### src/rtl/multicycle_controller.sv
// Main control FSM of the multi-cycle MIPS core: sequences FETCH/DECODE/EXECUTE/MEM/WB
// and drives the datapath strobes and selects combinationally from state, opcode, funct and zero.
module multicycle_controller (
  input  logic        clk,
  input  logic        reset,
  input  logic [5:0]  opcode,
  input  logic [5:0]  funct,
  input  logic        zero,
  input  logic        mem_ready,
  output logic        pc_we,
  output logic [1:0]  PC_choice,
  output logic        ir_we,
  output logic        reg_we,
  output logic [1:0]  reg_dst,
  output logic [1:0]  wd_sel,
  output logic        alu_src,
  output logic [1:0]  ext_op,
  output logic [1:0]  alu_op,
  output logic        mem_we,
  output logic [2:0]  state,
  output logic [31:0] instr_count
);

  typedef enum logic [2:0] {
    S_FETCH  = 3'd0,
    S_DECODE = 3'd1,
    S_EXEC   = 3'd2,
    S_MEM    = 3'd3,
    S_WB     = 3'd4
  } state_t;

  typedef enum logic [3:0] {
    I_ADDU, I_SUBU, I_JR, I_ORI, I_LUI, I_LW, I_SW, I_BEQ, I_J, I_JAL, I_UNDEF
  } instr_t;

  state_t st, st_nxt;
  instr_t ins;

  assign state = st;

  always_comb begin
    ins = I_UNDEF;
    case (opcode)
      6'h00: case (funct)
        6'h21:   ins = I_ADDU;
        6'h23:   ins = I_SUBU;
        6'h08:   ins = I_JR;
        default: ins = I_UNDEF;
      endcase
      6'h0d:   ins = I_ORI;
      6'h0f:   ins = I_LUI;
      6'h23:   ins = I_LW;
      6'h2b:   ins = I_SW;
      6'h04:   ins = I_BEQ;
      6'h02:   ins = I_J;
      6'h03:   ins = I_JAL;
      default: ins = I_UNDEF;
    endcase
  end

  always_comb begin
    pc_we     = 1'b0;
    PC_choice = 2'b00;
    ir_we     = 1'b0;
    reg_we    = 1'b0;
    reg_dst   = 2'b00;
    wd_sel    = 2'b00;
    alu_src   = 1'b0;
    ext_op    = 2'b00;
    alu_op    = 2'b00;
    mem_we    = 1'b0;
    st_nxt    = S_FETCH;
    case (st)
      S_FETCH: begin
        ir_we  = 1'b1;
        st_nxt = S_DECODE;
      end
      S_DECODE: begin
        case (ins)
          I_J: begin
            pc_we     = 1'b1;
            PC_choice = 2'b10;
          end
          I_JAL: begin
            pc_we     = 1'b1;
            PC_choice = 2'b10;
            reg_we    = 1'b1;
            reg_dst   = 2'b10;
            wd_sel    = 2'b10;
          end
          I_JR: begin
            pc_we     = 1'b1;
            PC_choice = 2'b11;
          end
          I_UNDEF: pc_we = 1'b1;  // retires as a nop, PC+4
          default: st_nxt = S_EXEC;
        endcase
      end
      S_EXEC: begin
        case (ins)
          I_ADDU: st_nxt = S_WB;
          I_SUBU: begin
            alu_op = 2'b01;
            st_nxt = S_WB;
          end
          I_ORI: begin
            alu_src = 1'b1;
            alu_op  = 2'b10;
            st_nxt  = S_WB;
          end
          I_LUI: begin
            alu_src = 1'b1;
            ext_op  = 2'b10;
            alu_op  = 2'b10;
            st_nxt  = S_WB;
          end
          I_LW, I_SW: begin
            alu_src = 1'b1;
            ext_op  = 2'b01;
            st_nxt  = S_MEM;
          end
          I_BEQ: begin
            alu_op    = 2'b01;
            pc_we     = 1'b1;
            PC_choice = zero ? 2'b01 : 2'b00;
          end
          default: st_nxt = S_FETCH;
        endcase
      end
      S_MEM: begin
        // address path stays as in EXECUTE so the memory sees a stable address while stalled
        alu_src = 1'b1;
        ext_op  = 2'b01;
        mem_we  = (ins == I_SW);
        if (!mem_ready)
          st_nxt = S_MEM;
        else if (ins == I_SW)
          pc_we = 1'b1;
        else
          st_nxt = S_WB;
      end
      S_WB: begin
        reg_we = 1'b1;
        pc_we  = 1'b1;
        if (ins == I_ADDU || ins == I_SUBU) reg_dst = 2'b01;
        if (ins == I_LW) wd_sel = 2'b01;
      end
      default: st_nxt = S_FETCH;
    endcase
  end

  always_ff @(posedge clk or posedge reset) begin
    if (reset) begin
      st          <= S_FETCH;
      instr_count <= 32'd0;
    end else begin
      st <= st_nxt;
      if (pc_we) instr_count <= instr_count + 32'd1;
    end
  end

endmodule

### config.mk
export PLATFORM = sky130hd
export DESIGN_NAME = multicycle_controller
export DESIGN_NICKNAME = d
export VERILOG_FILES = /design/src/rtl/multicycle_controller.sv
export SDC_FILE = /design/constraint.sdc
export NUM_CORES = 1
export LEC_CHECK = 0
export BUFFER_PORTS_ARGS = -buffer_cell sky130_fd_sc_hd__buf_4
export CORE_MARGIN = 5
export CORE_UTILIZATION = 56
export CTS_CLUSTER_DIAMETER = 30
export DETAILED_ROUTE_END_ITERATION = 8
export PLACE_DENSITY = 0.86
export SYNTH_ARGS = -nofsm -noshare
export SYNTH_HDL_FRONTEND = slang
export SYNTH_SLANG_ARGS = --single-unit
export TNS_END_PERCENT = 1
### constraint.sdc
create_clock -name clk -period 3.61 [get_ports clk]
set_clock_uncertainty 0.1 [all_clocks]
set_input_delay 0.9025 -clock clk [delete_from_list [all_inputs] [get_ports clk]]
set_output_delay 0.9025 -clock clk [all_outputs]
set_load 0.01 [all_outputs]
# After elaboration in Yosys (flattened, before gate mapping)
# Index checks and enable logic that the tools add are counted.
[totals] regBits=35 latch_bits=0 ramBits=0 romBits=0 out_inout_bits=50 elab_cells=69 memories=0
[classes] addsub=1 mul=0 div_mod_pow=0 n_lt_le_gt_ge=0 n_eq_ne=24 shift=0 mux=31 bitwise_logic=0 reduce_logical=11
[ops] op="$add 32x1->32 const B" n=1
[ops] op="$pmux 4 s8" n=1
[ops] op="$pmux 2 s2" n=7
[ops] op="$eq 6x6->1 const B" n=4
[ops] op="$eq 6x4->1 const B" n=3
[ops] op="$eq 4x3->1 const B" n=4
[ops] op="$eq 4x4->1 const B" n=3
[ops] op="$eq 6x2->1 const B" n=2
[ops] op="$mux 1" n=12
[ops] op="$pmux 3 s4" n=1
[ops] op="$pmux 4 s3" n=1
[ops] op="$reduce_or 4->1" n=3
[ops] op="$eq 4x2->1 const B" n=2
[ops] op="$reduce_or 2->1" n=4
[ops] op="$eq 3x2->1 const B" n=2
[ops] op="$eq 6x3->1 const B" n=1
[ops] op="$logic_not 6->1" n=1
[ops] op="$mux 2" n=3
[ops] op="$mux 3" n=2
[ops] op="$pmux 3 s2" n=1
[ops] op="$eq 4x1->1 const B" n=1
[ops] op="$logic_not 4->1" n=1
[ops] op="$pmux 1 s2" n=2
[ops] op="$pmux 1 s4" n=1
[ops] op="4 further kinds" n=4

# Longest topological paths before layout
# Gate-level depths: netlist of the first run.
[depth] depth_word=7 ltp_mapped=8

# Worst setup path after synthesis of the first run
# No wires, ideal clock.
[synth_timing] path_type="input port to output port" start="input opcode[0]" end="output alu_op[0]" t_arrival_ps=2179 t_required_ps=2608 path_slack_ps=428 path_stages=5 cell_sequence="buf_4 > nor3_1 > nand2_1 > o32a_1 > o41ai_1"
[synth_between] elab_chain_len=6 word_cells_on_any_way=17 cone_classes="11 x eq/ne; 3 x mux; 3 x reduce/logical"
[synth_lines] item="start: declaration" line_no="6" source="input logic [5:0] opcode,"
[synth_lines] item="$eq 6x2->1 (tied with other cells)" line_no="43" source="case (opcode)"
[synth_lines] item="$pmux 4 s8 (*)" line_no="43"
[synth_lines] item="$eq 4x1->1 (tied with other cells)" line_no="100" source="case (ins)"
[synth_lines] item="$reduce_or 2->1 (no source line)"
[synth_lines] item="$pmux 2 s2 (*)" line_no="100"
[synth_lines] item="$mux 2 (*)" line_no="73" source="case (st)"
[synth_lines] item="end: declaration" line_no="18" source="output logic [1:0] alu_op,"
# Mark *: on every way between the ends. The rest lies on a longest branch, timed or not.

# Worst setup path in the final report of the first run
[layout_timing] start="input opcode[0]" end="output alu_src"
[layout_between] elab_chain_len=6 word_cells_on_any_way=16 cone_classes="11 x eq/ne; 3 x mux; 2 x reduce/logical"
[layout_lines] item="$eq 6x2->1 (tied with other cells)" line_no="43"
[layout_lines] item="$pmux 4 s8 (*)" line_no="43"
[layout_lines] item="$eq 4x3->1 / $eq 4x2->1 (equally long branches)" line_no="100"
[layout_lines] item="$reduce_or 4->1 (no source line) (*)"
[layout_lines] item="$mux 1 (*)" line_no="100"
[layout_lines] item="$pmux 1 s2 (*)" line_no="73"
[layout_lines] item="end: declaration" line_no="16" source="output logic alu_src,"
# Marked as above.

==> implementation parameters, run 1 <==
Parameter                              Value

Setup path
  Depth of the most critical reg-to-reg path    6
  FF-to-FF End    instr_count[7]
  Kind of start point of the critical path    input pin
  Critical setup path kind    input pin to output pin
  Register-to-register setup slack    1120 ps
  Total buffers and inverters traversed by the critical path    3
  Data arrival time at the worst-slack endpoint    2420 ps
  Cell Chain, Critical Path    buf_4, buf_4, nor3_2, nand2_1, o32a_1, o211ai_1, a21o_1, nand2b_1, buf_4
  WP data required    2610 ps
  Critical path fanouts, max    8
  Delay contributed by the slowest stage of the critical path    360 ps
  Highest-delay cell along the critical path    o32a_1
  Capturing element type of the critical path    output pin
  Critical Path Most Common Cell    buf_4
  Crit-path leading delay family    compound AO/OA/AOI/OAI gates
  R2r startpoint    state[0]

Route
  First-pass iteration count of the detailed router    4
  Total Routed Length    5634 µm
  Detailed Route Iter0 Violations    152
  DRC errors left    0
  Via density per instance    5.785
  Average wire per standard cell    15.92 µm
  DR vias    2048
  Final ANT Viol Nets    0

Placement
  Count of placed standard cells including taps    345
  Placed wire-length estimate    4072 µm
  Post-placement setup slack    13.83 ps
  Placed inst area    0.002756 mm²
  Routability-driven placement congestion ratio    0.9394
  Number of I/O port buffers    65

Synthesis
  EDFF count, synth    0
  Cell accounting for the most synthesized area    dfrtp_1
  Mapped Cells    233
  Register area share after synthesis    0.3955
  Most frequently used cell type in the post-synthesis netlist    dfrtp_1
  Synthesis-stage register bit count    35
  Netlist area before placement    0.002215 mm²
  Netlist cell types    48
  Most common library cells after synthesis    35 x dfrtp_1, 25 x nand2_1, 23 x xor2_1
  Per-instance average area after synthesis    9.505 µm²
  Cell types with the largest area share after synthesis    dfrtp_1 40%, xor2_1 9.1%, nand2_1 4.2%
  Post-synth top area share    0.3955
  Number of warnings reported in the yosys synthesis log    0
  Nets in the synthesized netlist    250
  Post-synthesis async set-or-reset flop share    1.000
  Dominant register cell in the synthesized netlist    dfrtp_1

STA
  Slew Limit Headroom    0.3580
  Number of max-slew violations in the final report    0
  Slew at the pin with the worst max-slew slack    963.0 ps
  Final number of setup-violating endpoints    0
  Worst Setup Slack, final    188.6 ps
  Worst-case hold slack    374.3 ps
  Fmax    292.3 MHz
  Final period utilization    0.9478
  Fin crit period    3421 ps
  Setup TNS Final    0 ps
  Final hold vios    0
  RSZ-0062 raised after global routing    false

Pwr
  Switching Share    0.3985
  PD cells    463.9 mW/mm²
  Power spent charging and discharging nets    0.5278 mW
  Relative contribution of the clock network to total power    0.211
  Part of the total power dissipated in sequential elements    0.397
  Portion of total power attributed to combinational logic    0.392
  Internal portion of total power    0.7968 mW
  VDD IR max    0.3686 mV
  Leak pwr    1.151 nW

GRT
  Via count of the first global-routing pass    1977
  Wire length of the first global-routing pass    9163 µm
  GRT Residual Overflow    0
  Initial antenna violation count    0
  Pin count of the biggest net entering global routing    36
  Overall fraction of global-route tracks in use    0.2194

Clock network
  Total clock sinks    35
  TritonCTS clock tree    yes
  Number of buffers added for setup after CTS    0
  Number of CTS-inserted buffers    5
  Root Driver    clkbuf_8
  Maximum buffer depth of the clock tree    2
  Number of buffers inserted for hold repair after clock tree synthesis    0
  H-tree level count    2
  Clock latency of the later-clocked register in the worst-skew pair    290 ps
  Clock-pin transition on the worst setup and hold timing paths    70 ps

Die
  Die outline height    72.89 µm
  Die outline area    0.005312 mm²
  Width of the die    72.89 µm
  Row cnt    22
  Core area    0.003744 mm²
  Initial core utilization    0.5916
  IO Count    66

Cells and area
  Final Instance Area    0.002855 mm²
  Fillers    281
  Count of nets after finishing    322
  Number of inserted diodes    0
  Non-filler cells in the finished layout    354
  Area of all sequential standard cells    875.8 µm²
  Area of the multi-input gates    0.001260 mm²
  Fraction of final layout cells with drive strength greater than 1    0.3235
  Layout area overhead    28.93%

Status
  Status    completed

Flow run
  Max Cap Violations    0

Worst hold path
  Worst min path class    flip-flop to flip-flop
  Endpoint with the worst hold slack    instr_count[31]
  Cell depth of the worst hold path    1
  Worst Hold Launch    instr_count[31]
-- layout make-up --
type                    count  area share
inverters                   7    0.009202
clock buffers               6     0.02542
multi-input cells         183      0.4413
repair buffers             73      0.1919
flip-flops and latches     35      0.3067
well taps                  48     0.02103
clock inverters             2    0.004382
-- routing by layer --
| metal | GRT usage | wire length, µm | vias to the layer above |
|---|---|---|---|
| li1 | - | - | 978 |
| met1 | 0.2820 | 2359 | 975 |
| met2 | 0.3537 | 2676 | 88 |
| met3 | 0.06749 | 552 | 7 |
| met4 | 0.06762 | 45 | 0 |
| met5 | 0 | 0 | - |
-- worst max-delay path by stage --
stage,depth (start not counted),to,start
after global routing,9,alu_src,opcode[0]
after CTS,7,pc_we,opcode[1]
after global placement,7,pc_we,opcode[1]
after detailed placement,7,pc_we,opcode[1]
after floorplan,5,alu_op[0],opcode[0]
final,9,alu_src,opcode[0]
-- power groups by stage --
stage | Combinational [mW] | Clock [mW] | Sequential, mW
6_report | 0.520 | 0.279 | 0.526
2_1_floorplan | 0.329 | 0 | 0.528
4_1_cts | 0.506 | 0.285 | 0.524
3_5_place_dp | 0.503 | 0 | 0.531
3_3_place_gp | 0.492 | 0 | 0.529
5_1_grt | 0.566 | 0.306 | 0.536
-- worst reg2reg max path, delay by kind of cell (launching register included) --
kind / cells / cell delay [ps]
compound gates: 2 / 890
simple gates: 3 / 700
flops: 1 / 490
xor+xnor: 1 / 180
-- stage by stage --
step | util | total power [mW]
CTS | 0.7590 | 1.315
finish | 0.7627 | 1.325
detailed placement | 0.7363 | 1.035
floorplan | - | 0.8568
global route | 0.7627 | 1.408
global placement | 0.7363 | 1.021
-- sequential cells by signal, summed over array words and instances (netlist names) --
name	count
instr_count	32
state	3
-- kinds of logic after synthesis --
| family | synth area share |
|---|---|
| flops | 0.3955 |
| fa+ha+maj | 0.005649 |
| xor+xnor | 0.1266 |
| buf+inv | 0.04180 |
| compound gates | 0.08588 |
| simple gates | 0.3446 |
-- layout by cell type, fill, tap and decap left out, types with 2 or more instances in the layout --
cell type	n
nor3_1	15
xor2_1	23
and3_1	2
and2_1	5
nand4b_1	2
o21ai_0	5
nor4b_1	5
xnor2_1	9
nor4_1	5
o41ai_1	2
dfrtp_1	35
buf_4	73
a21oi_1	4
nand3_1	14
inv_1	6
nor2_1	17
nor3b_2	2
nand2_1	25
a2bb2oi_1	3
o211ai_1	2
nand2b_1	4
nor4_4	4
clkbuf_8	5
nand4_1	10
or2_2	3
-- what timing repair did --
| action | 4_1_cts | 5_1_grt |
|---|---|---|
| resized for setup | 0 | 1 |
| setup endpoints to repair | 0 | 2 |
| hold endpoints to repair | 0 | 0 |
Note: power is estimated with default switching activity, not from simulation.
==> run 2, diff against run 1 <==
--- a/config.mk
+++ b/config.mk
@@ -6,11 +6,13 @@
 export NUM_CORES = 1
 export LEC_CHECK = 0
 export BUFFER_PORTS_ARGS = -buffer_cell sky130_fd_sc_hd__buf_4
+export CELL_PAD_IN_SITES_DETAIL_PLACEMENT = 1
+export CELL_PAD_IN_SITES_GLOBAL_PLACEMENT = 1
 export CORE_MARGIN = 5
-export CORE_UTILIZATION = 56
+export CORE_UTILIZATION = 41
 export CTS_CLUSTER_DIAMETER = 30
 export DETAILED_ROUTE_END_ITERATION = 8
-export PLACE_DENSITY = 0.86
+export PLACE_DENSITY_LB_ADDON = 0.1
 export SYNTH_ARGS = -nofsm -noshare
 export SYNTH_HDL_FRONTEND = slang
 export SYNTH_SLANG_ARGS = --single-unit
==> run 2 against run 1 <==
Global-route usage down 3.9 points. Sequential power up 0.8%. Critical path type unchanged. Largest cell class unchanged. Non-clock buffer count down 4. Routed wire length up 8.9%.
==> implementation parameters, run 2 (same netlist as run 1, synthesis figures left out) <==
Parameter                              Value

GRT
  Initial antenna violation count    0 (unchanged)
  Pin count of the biggest net entering global routing    26 (was 36)
  Overall fraction of global-route tracks in use    0.1805 (was 0.2194)
  Global-route track usage on met2    0.2915 (was 0.3537)
  Via count of the first global-routing pass    2059 (was 1977)
  Met3 GRT Util    0.05035 (was 0.06749)
  GRT Residual Overflow    0 (unchanged)
  Wire length of the first global-routing pass    10360 µm (was 9163 µm)
  GR Layer Usage met1    0.2362 (was 0.2820)
  Busiest metal layer after global routing    met2 (unchanged)

Cells and area
  Max FFs per register    32 (unchanged)
  Commonest cells after routing, fill and taps aside    69 x buf_4, 35 x dfrtp_1, 25 x nand2_1, 23 x xor2_1, 17 x nor2_1 (was 73 x buf_4, 35 x dfrtp_1, 25 x nand2_1, 23 x xor2_1, 17 x nor2_1)
  Largest register by flop count    instr_count (unchanged)
  Fraction of final layout cells with drive strength greater than 1    0.3056 (was 0.3235)
  Count of nets after finishing    317 (was 322)
  Fillers    622 (was 281)
  Most frequent standard cell in the layout excluding fill and tap cells    buf_4 (unchanged)
  Layout area overhead    28.02% (was 28.93%)
  Number of inserted diodes    0 (unchanged)

STA
  Slew at the pin with the worst max-slew slack    810.0 ps (was 963.0 ps)
  RSZ-0062 raised after global routing    false (unchanged)
  Final period utilization    0.9419 (was 0.9478)
  Fin crit period    3400 ps (was 3421 ps)
  Setup TNS Final    0 ps (unchanged)
  Worst-case hold slack    374.7 ps (was 374.3 ps)
  Final number of setup-violating endpoints    0 (unchanged)
  Fmax    294.1 MHz (was 292.3 MHz)
  Number of max-slew violations in the final report    0 (unchanged)
  Final hold vios    0 (unchanged)
  Slew Limit Headroom    0.4594 (was 0.3580)

Setup path
  Critical setup path kind    input pin to output pin (unchanged)
  Delay contributed by the slowest stage of the critical path    360 ps (about the same)
  R2r startpoint    state[0] (unchanged)
  FF-to-FF End    instr_count[8] (was instr_count[7])
  Total buffers and inverters traversed by the critical path    2 (was 3)
  Capturing element type of the critical path    output pin (unchanged)
  Critical path fanouts, max    10 (was 8)
  Beginning of the critical path    opcode[0] (unchanged)
  Register-to-register setup slack    1220 ps (was 1120 ps)
  Highest-delay cell along the critical path    o32a_1 (unchanged)
  WP data required    2610 ps (about the same)
  Kind of start point of the critical path    input pin (unchanged)
  Data arrival time at the worst-slack endpoint    2400 ps (was 2420 ps)
  Cell Chain, Critical Path    buf_4, nor3_1, nand2_1, o32a_1, o211ai_1, a21o_1, nand2b_1, buf_4 (was buf_4, buf_4, nor3_2, nand2_1, o32a_1, o211ai_1, a21o_1, nand2b_1, buf_4)
  Critical Path Most Common Cell    buf_4 (unchanged)
  Crit-path leading delay family    compound AO/OA/AOI/OAI gates (unchanged)
  Depth of the most critical reg-to-reg path    6 (unchanged)

Route
  Detailed Route Iter0 Violations    58 (was 152)
  DR vias    1966 (was 2048)
  Final ANT Viol Nets    0 (unchanged)
  Via density per instance    5.299 (was 5.785)
  Average wire per standard cell    16.54 µm (was 15.92 µm)
  DRC errors left    0 (unchanged)
  Total Routed Length    6137 µm (was 5634 µm)
  First-pass iteration count of the detailed router    4 (unchanged)

Placement
  Routability-driven placement congestion ratio    0.7713 (was 0.9394)
  Number of I/O port buffers    65 (unchanged)
  Placed wire-length estimate    4676 µm (was 4072 µm)

Pwr
  Leak pwr    1.130 nW (was 1.151 nW)
  VDD IR max    0.2093 mV (was 0.3686 mV)
  PD cells    471.7 mW/mm² (was 463.9 mW/mm²)

Clock network
  Number of buffers added for setup after CTS    0 (unchanged)
  Clock latency of the later-clocked register in the worst-skew pair    290 ps (about the same)
  Number of buffers inserted for hold repair after clock tree synthesis    0 (unchanged)
  Maximum buffer depth of the clock tree    2 (unchanged)
  Post-cts repair resize count    0 (unchanged)
  Clock-pin transition on the worst setup and hold timing paths    70 ps (about the same)
  Root Driver    clkbuf_8 (unchanged)
  Total clock sinks    35 (unchanged)
  H-tree level count    2 (unchanged)
  TritonCTS clock tree    yes (unchanged)
  Number of CTS-inserted buffers    5 (unchanged)

Die
  Row cnt    26 (was 22)
  Die outline height    83.50 µm (was 72.89 µm)
  IO Count    66 (unchanged)
  Initial core utilization    0.4282 (was 0.5916)
  Die outline area    0.006971 mm² (was 0.005312 mm²)
  Core area    0.005172 mm² (was 0.003744 mm²)
  Width of the die    83.50 µm (was 72.89 µm)

Worst hold path
  Worst min path class    flip-flop to flip-flop (unchanged)
  Cell depth of the worst hold path    1 (unchanged)
  Endpoint with the worst hold slack    instr_count[31] (unchanged)
  Worst Hold Launch    instr_count[31] (unchanged)

Flow run
  Max Cap Violations    0 (unchanged)

Status
  Status    completed (unchanged)
## run 2: power by group
group / internal (mW) / leakage (nW) / total [mW] / switching (mW)
Sequential: 0.442 / 0.367 / 0.530 / 0.0887
Combinational: 0.223 / 0.721 / 0.525 / 0.301
Clock: 0.136 / 0.0422 / 0.282 / 0.147
Total: 0.801 / 1.13 / 1.34 / 0.537
## run 2: layout make-up
class,count,area [µm²],area share
Multi-Input combinational cell,182,1246,0.4395
Sequential cell,35,875.8,0.3089
Timing Repair Buffer,69,518.0,0.1827
Tap cell,70,87.58,0.03089
Clock buffer,7,76.32,0.02692
Inverter,7,26.28,0.009267
Clock inverter,1,5.005,0.001765
## run 2: layer usage
layer / vias to the layer above / share of wire / routed length [µm]
li1: 957 / - / -
met1: 954 / 0.46 / 2818
met2: 49 / 0.48 / 2934
met3: 6 / 0.049 / 301
met4: 0 / 0.014 / 83
met5: - / 0 / 0
## run 2: through the flow
step,instance area [µm²],std cells,worst slack [ps],power (mW),util
4_1_cts,2835,371,221.4,1.351,0.5481
3_5_place_dp,2754,363,227.0,1.070,0.5324
6_report,2835,371,209.9,1.337,0.5481
2_1_floorplan,2215,233,428.1,0.8568,-
3_3_place_gp,2754,363,313.5,1.052,0.5324
5_1_grt,2835,371,57.30,1.423,0.5481
## run 2: worst max path at each step
stage / cells after the start / slack (ps) / endpoint
6_report: 8 / 210 / alu_src
5_1_grt: 8 / 60 / alu_src
4_1_cts: 8 / 220 / alu_src
3_5_place_dp: 8 / 230 / alu_src
3_3_place_gp: 8 / 310 / alu_src
2_1_floorplan: 5 / 430 / alu_op[0]
## run 2: worst register-to-register path: stages, from the launching register on
cell      delay (ps)
dfrtp_1          540
or3b_4           480
a211oi_4         270
a21oi_4           90
buf_4            250
nor4b_1          400
xor2_1           170
==> run 3, diff against run 2 <==
==> constraint.sdc (replaced) <==
create_clock -name clk -period 4 [get_ports clk]
set_clock_uncertainty 0.1 [all_clocks]
set_input_delay 1 -clock clk [delete_from_list [all_inputs] [get_ports clk]]
set_output_delay 1 -clock clk [all_outputs]
set_load 0.01 [all_outputs]
==> run 3 against run 2 <==
Die area unchanged. Total power is 4.0% lower. Final cell count did not move. First-iteration DRC count grew 130%. Sequential share of layout area is 0.40 points lower. Critical path type unchanged.
==> implementation parameters, run 3 (same netlist as run 1, synthesis figures left out) <==
Parameter                              Value

Status
  Status    completed (unchanged)

STA
  Fin crit period    3735 ps
  Final number of setup-violating endpoints    0 (unchanged)
  Final period utilization    0.9338
  Final hold vios    0 (unchanged)
  Number of max-slew violations in the final report    0 (unchanged)
  RSZ-0062 raised after global routing    false (unchanged)
  Slew Limit Headroom    0.3812 (was 0.4594)
  Slew at the pin with the worst max-slew slack    928.2 ps (was 810.0 ps)
  Fmax    267.7 MHz

Setup path
  Kind of start point of the critical path    input pin (unchanged)
  Depth of the most critical reg-to-reg path    6 (unchanged)
  Capturing element type of the critical path    output pin (unchanged)
  Register-to-register setup slack    1520 ps (was 1220 ps)
  Critical setup path kind    input pin to output pin (unchanged)
  WP data required    2900 ps (was 2610 ps)
  R2r startpoint    state[0] (unchanged)
  Data arrival time at the worst-slack endpoint    2640 ps (was 2400 ps)
  Critical path fanouts, max    14 (was 10)
  FF-to-FF End    instr_count[7] (was instr_count[8])

GRT
  Pin count of the biggest net entering global routing    36 (was 26)
  Wire length of the first global-routing pass    10990 µm (was 10360 µm)
  Via count of the first global-routing pass    2153 (was 2059)
  Initial antenna violation count    0 (unchanged)
  Overall fraction of global-route tracks in use    0.1919 (was 0.1805)
  GRT Residual Overflow    0 (unchanged)

Clock network
  Clock latency of the later-clocked register in the worst-skew pair    300 ps (was 290 ps)
  Root Driver    clkbuf_8 (unchanged)
  Total clock sinks    35 (unchanged)
  Number of buffers added for setup after CTS    0 (unchanged)
  Clock-pin transition on the worst setup and hold timing paths    80 ps (was 70 ps)
  Number of CTS-inserted buffers    5 (unchanged)
  Number of buffers inserted for hold repair after clock tree synthesis    0 (unchanged)
  H-tree level count    2 (unchanged)
  Maximum buffer depth of the clock tree    2 (unchanged)
  Post-cts repair resize count    0 (unchanged)
  TritonCTS clock tree    yes (unchanged)

Worst hold path
  Endpoint with the worst hold slack    instr_count[31] (unchanged)
  Worst Hold Launch    instr_count[31] (unchanged)
  Cell depth of the worst hold path    1 (unchanged)
  Worst min path class    flip-flop to flip-flop (unchanged)

Pwr
  Portion of total power attributed to combinational logic    0.364 (was 0.392)
  VDD IR max    0.2798 mV (was 0.2093 mV)
  Switching Share    0.3858 (was 0.4014)
  Leak pwr    1.146 nW (was 1.130 nW)
  Part of the total power dissipated in sequential elements    0.375 (was 0.396)
  Relative contribution of the clock network to total power    0.261 (was 0.211)
  PD cells    447.1 mW/mm² (was 471.7 mW/mm²)
  Power spent charging and discharging nets    0.4955 mW (was 0.5369 mW)
  Internal portion of total power    0.7888 mW (was 0.8006 mW)

Cells and area
  Final core utilization    0.5554 (was 0.5481)
  Most frequent standard cell in the layout excluding fill and tap cells    buf_4 (unchanged)
  Fraction of final layout cells with drive strength greater than 1    0.3123 (was 0.3056)
  Count of nets after finishing    317 (unchanged)
  Largest register by flop count    instr_count (unchanged)
  Commonest cells after routing, fill and taps aside    68 x buf_4, 35 x dfrtp_1, 25 x nand2_1, 23 x xor2_1, 17 x nor2_1 (was 69 x buf_4, 35 x dfrtp_1, 25 x nand2_1, 23 x xor2_1, 17 x nor2_1)
  Non-filler cells in the finished layout    371 (unchanged)
  Layout area overhead    29.72% (was 28.02%)
  Number of inserted diodes    0 (unchanged)
  Max FFs per register    32 (unchanged)

Route
  DRC errors left    0 (unchanged)
  Via density per instance    5.396 (was 5.299)
  First-pass iteration count of the detailed router    4 (unchanged)
  Total Routed Length    6450 µm (was 6137 µm)
  Average wire per standard cell    17.39 µm (was 16.54 µm)
  Final ANT Viol Nets    0 (unchanged)
  DR vias    2002 (was 1966)
  Detailed Route Iter0 Violations    135 (was 58)

Die
  Width of the die    83.50 µm (unchanged)
  IO Count    66 (unchanged)
  Die outline area    0.006971 mm² (unchanged)
  Core area    0.005172 mm² (unchanged)
  Initial core utilization    0.4282 (unchanged)
  Die outline height    83.50 µm (unchanged)
  Row cnt    26 (unchanged)

Flow run
  Max Cap Violations    0 (unchanged)

Placement
  Count of placed standard cells including taps    362 (was 363)
  Routability-driven placement congestion ratio    0.7830 (was 0.7713)
  Placed wire-length estimate    4716 µm (was 4676 µm)
  Number of I/O port buffers    65 (unchanged)
==> run 3: through the flow <==
step	power [mW]	instance area, µm²	TNS, ps	worst slack [ps]	hold slack [ps]
2_1_floorplan	0.7733	2215	0	623.1	403.9
3_3_place_gp	0.9196	2746	0	2.610	359.8
3_5_place_dp	0.9391	2746	-55.15	-55.15	382.9
4_1_cts	1.301	2873	0	266.1	393.9
5_1_grt	1.365	2873	0	132.9	412.1
6_report	1.284	2873	0	265.0	387.7
==> run 3: how the worst max path moves through the flow <==
stage	from	endpoint	slack, ps	cells after the start
floorplan	opcode[0]	alu_op[0]	620	5
global placement	opcode[3]	pc_we	3	7
detailed placement	opcode[1]	pc_we	-60	7
CTS	opcode[3]	pc_we	270	7
global route	opcode[3]	pc_we	130	7
finish	opcode[3]	pc_we	260	7
==> run 3: metal layers <==
layer | routed length [µm] | global-route usage | up-vias
met2 | 3217 | 0.3273 | 52
met4 | 68 | 0.05263 | 0
li1 | - | - | 962
met3 | 347 | 0.04640 | 9
met1 | 2817 | 0.2423 | 979
met5 | 0 | 0 | -
==> run 3: worst max-delay path, stage by stage <==
cell and delay (ps):
buf_4 160, nor4b_1 660, o21bai_1 140, nand4b_2 190, a21oi_4 110, inv_2 210, buf_4 160
==> run 3: layout make-up <==
class / count / area (µm²)
Multi-Input combinational cell: 183 / 1255
Timing Repair Buffer: 68 / 510.5
Sequential cell: 35 / 875.8
Tap cell: 70 / 87.58
Fill cell: 615 / 2300
Clock buffer: 6 / 82.58
Clock inverter: 2 / 35.03
Inverter: 7 / 26.28
==> run 3: power groups by stage <==
| stage | clock network (mW) | registers, mW | logic, mW |
|---|---|---|---|
| after global placement | 0 | 0.484 | 0.436 |
| final | 0.335 | 0.482 | 0.467 |
| after floorplan | 0 | 0.477 | 0.297 |
| after detailed placement | 0 | 0.489 | 0.450 |
| after global routing | 0.358 | 0.492 | 0.515 |
| after CTS | 0.346 | 0.482 | 0.473 |
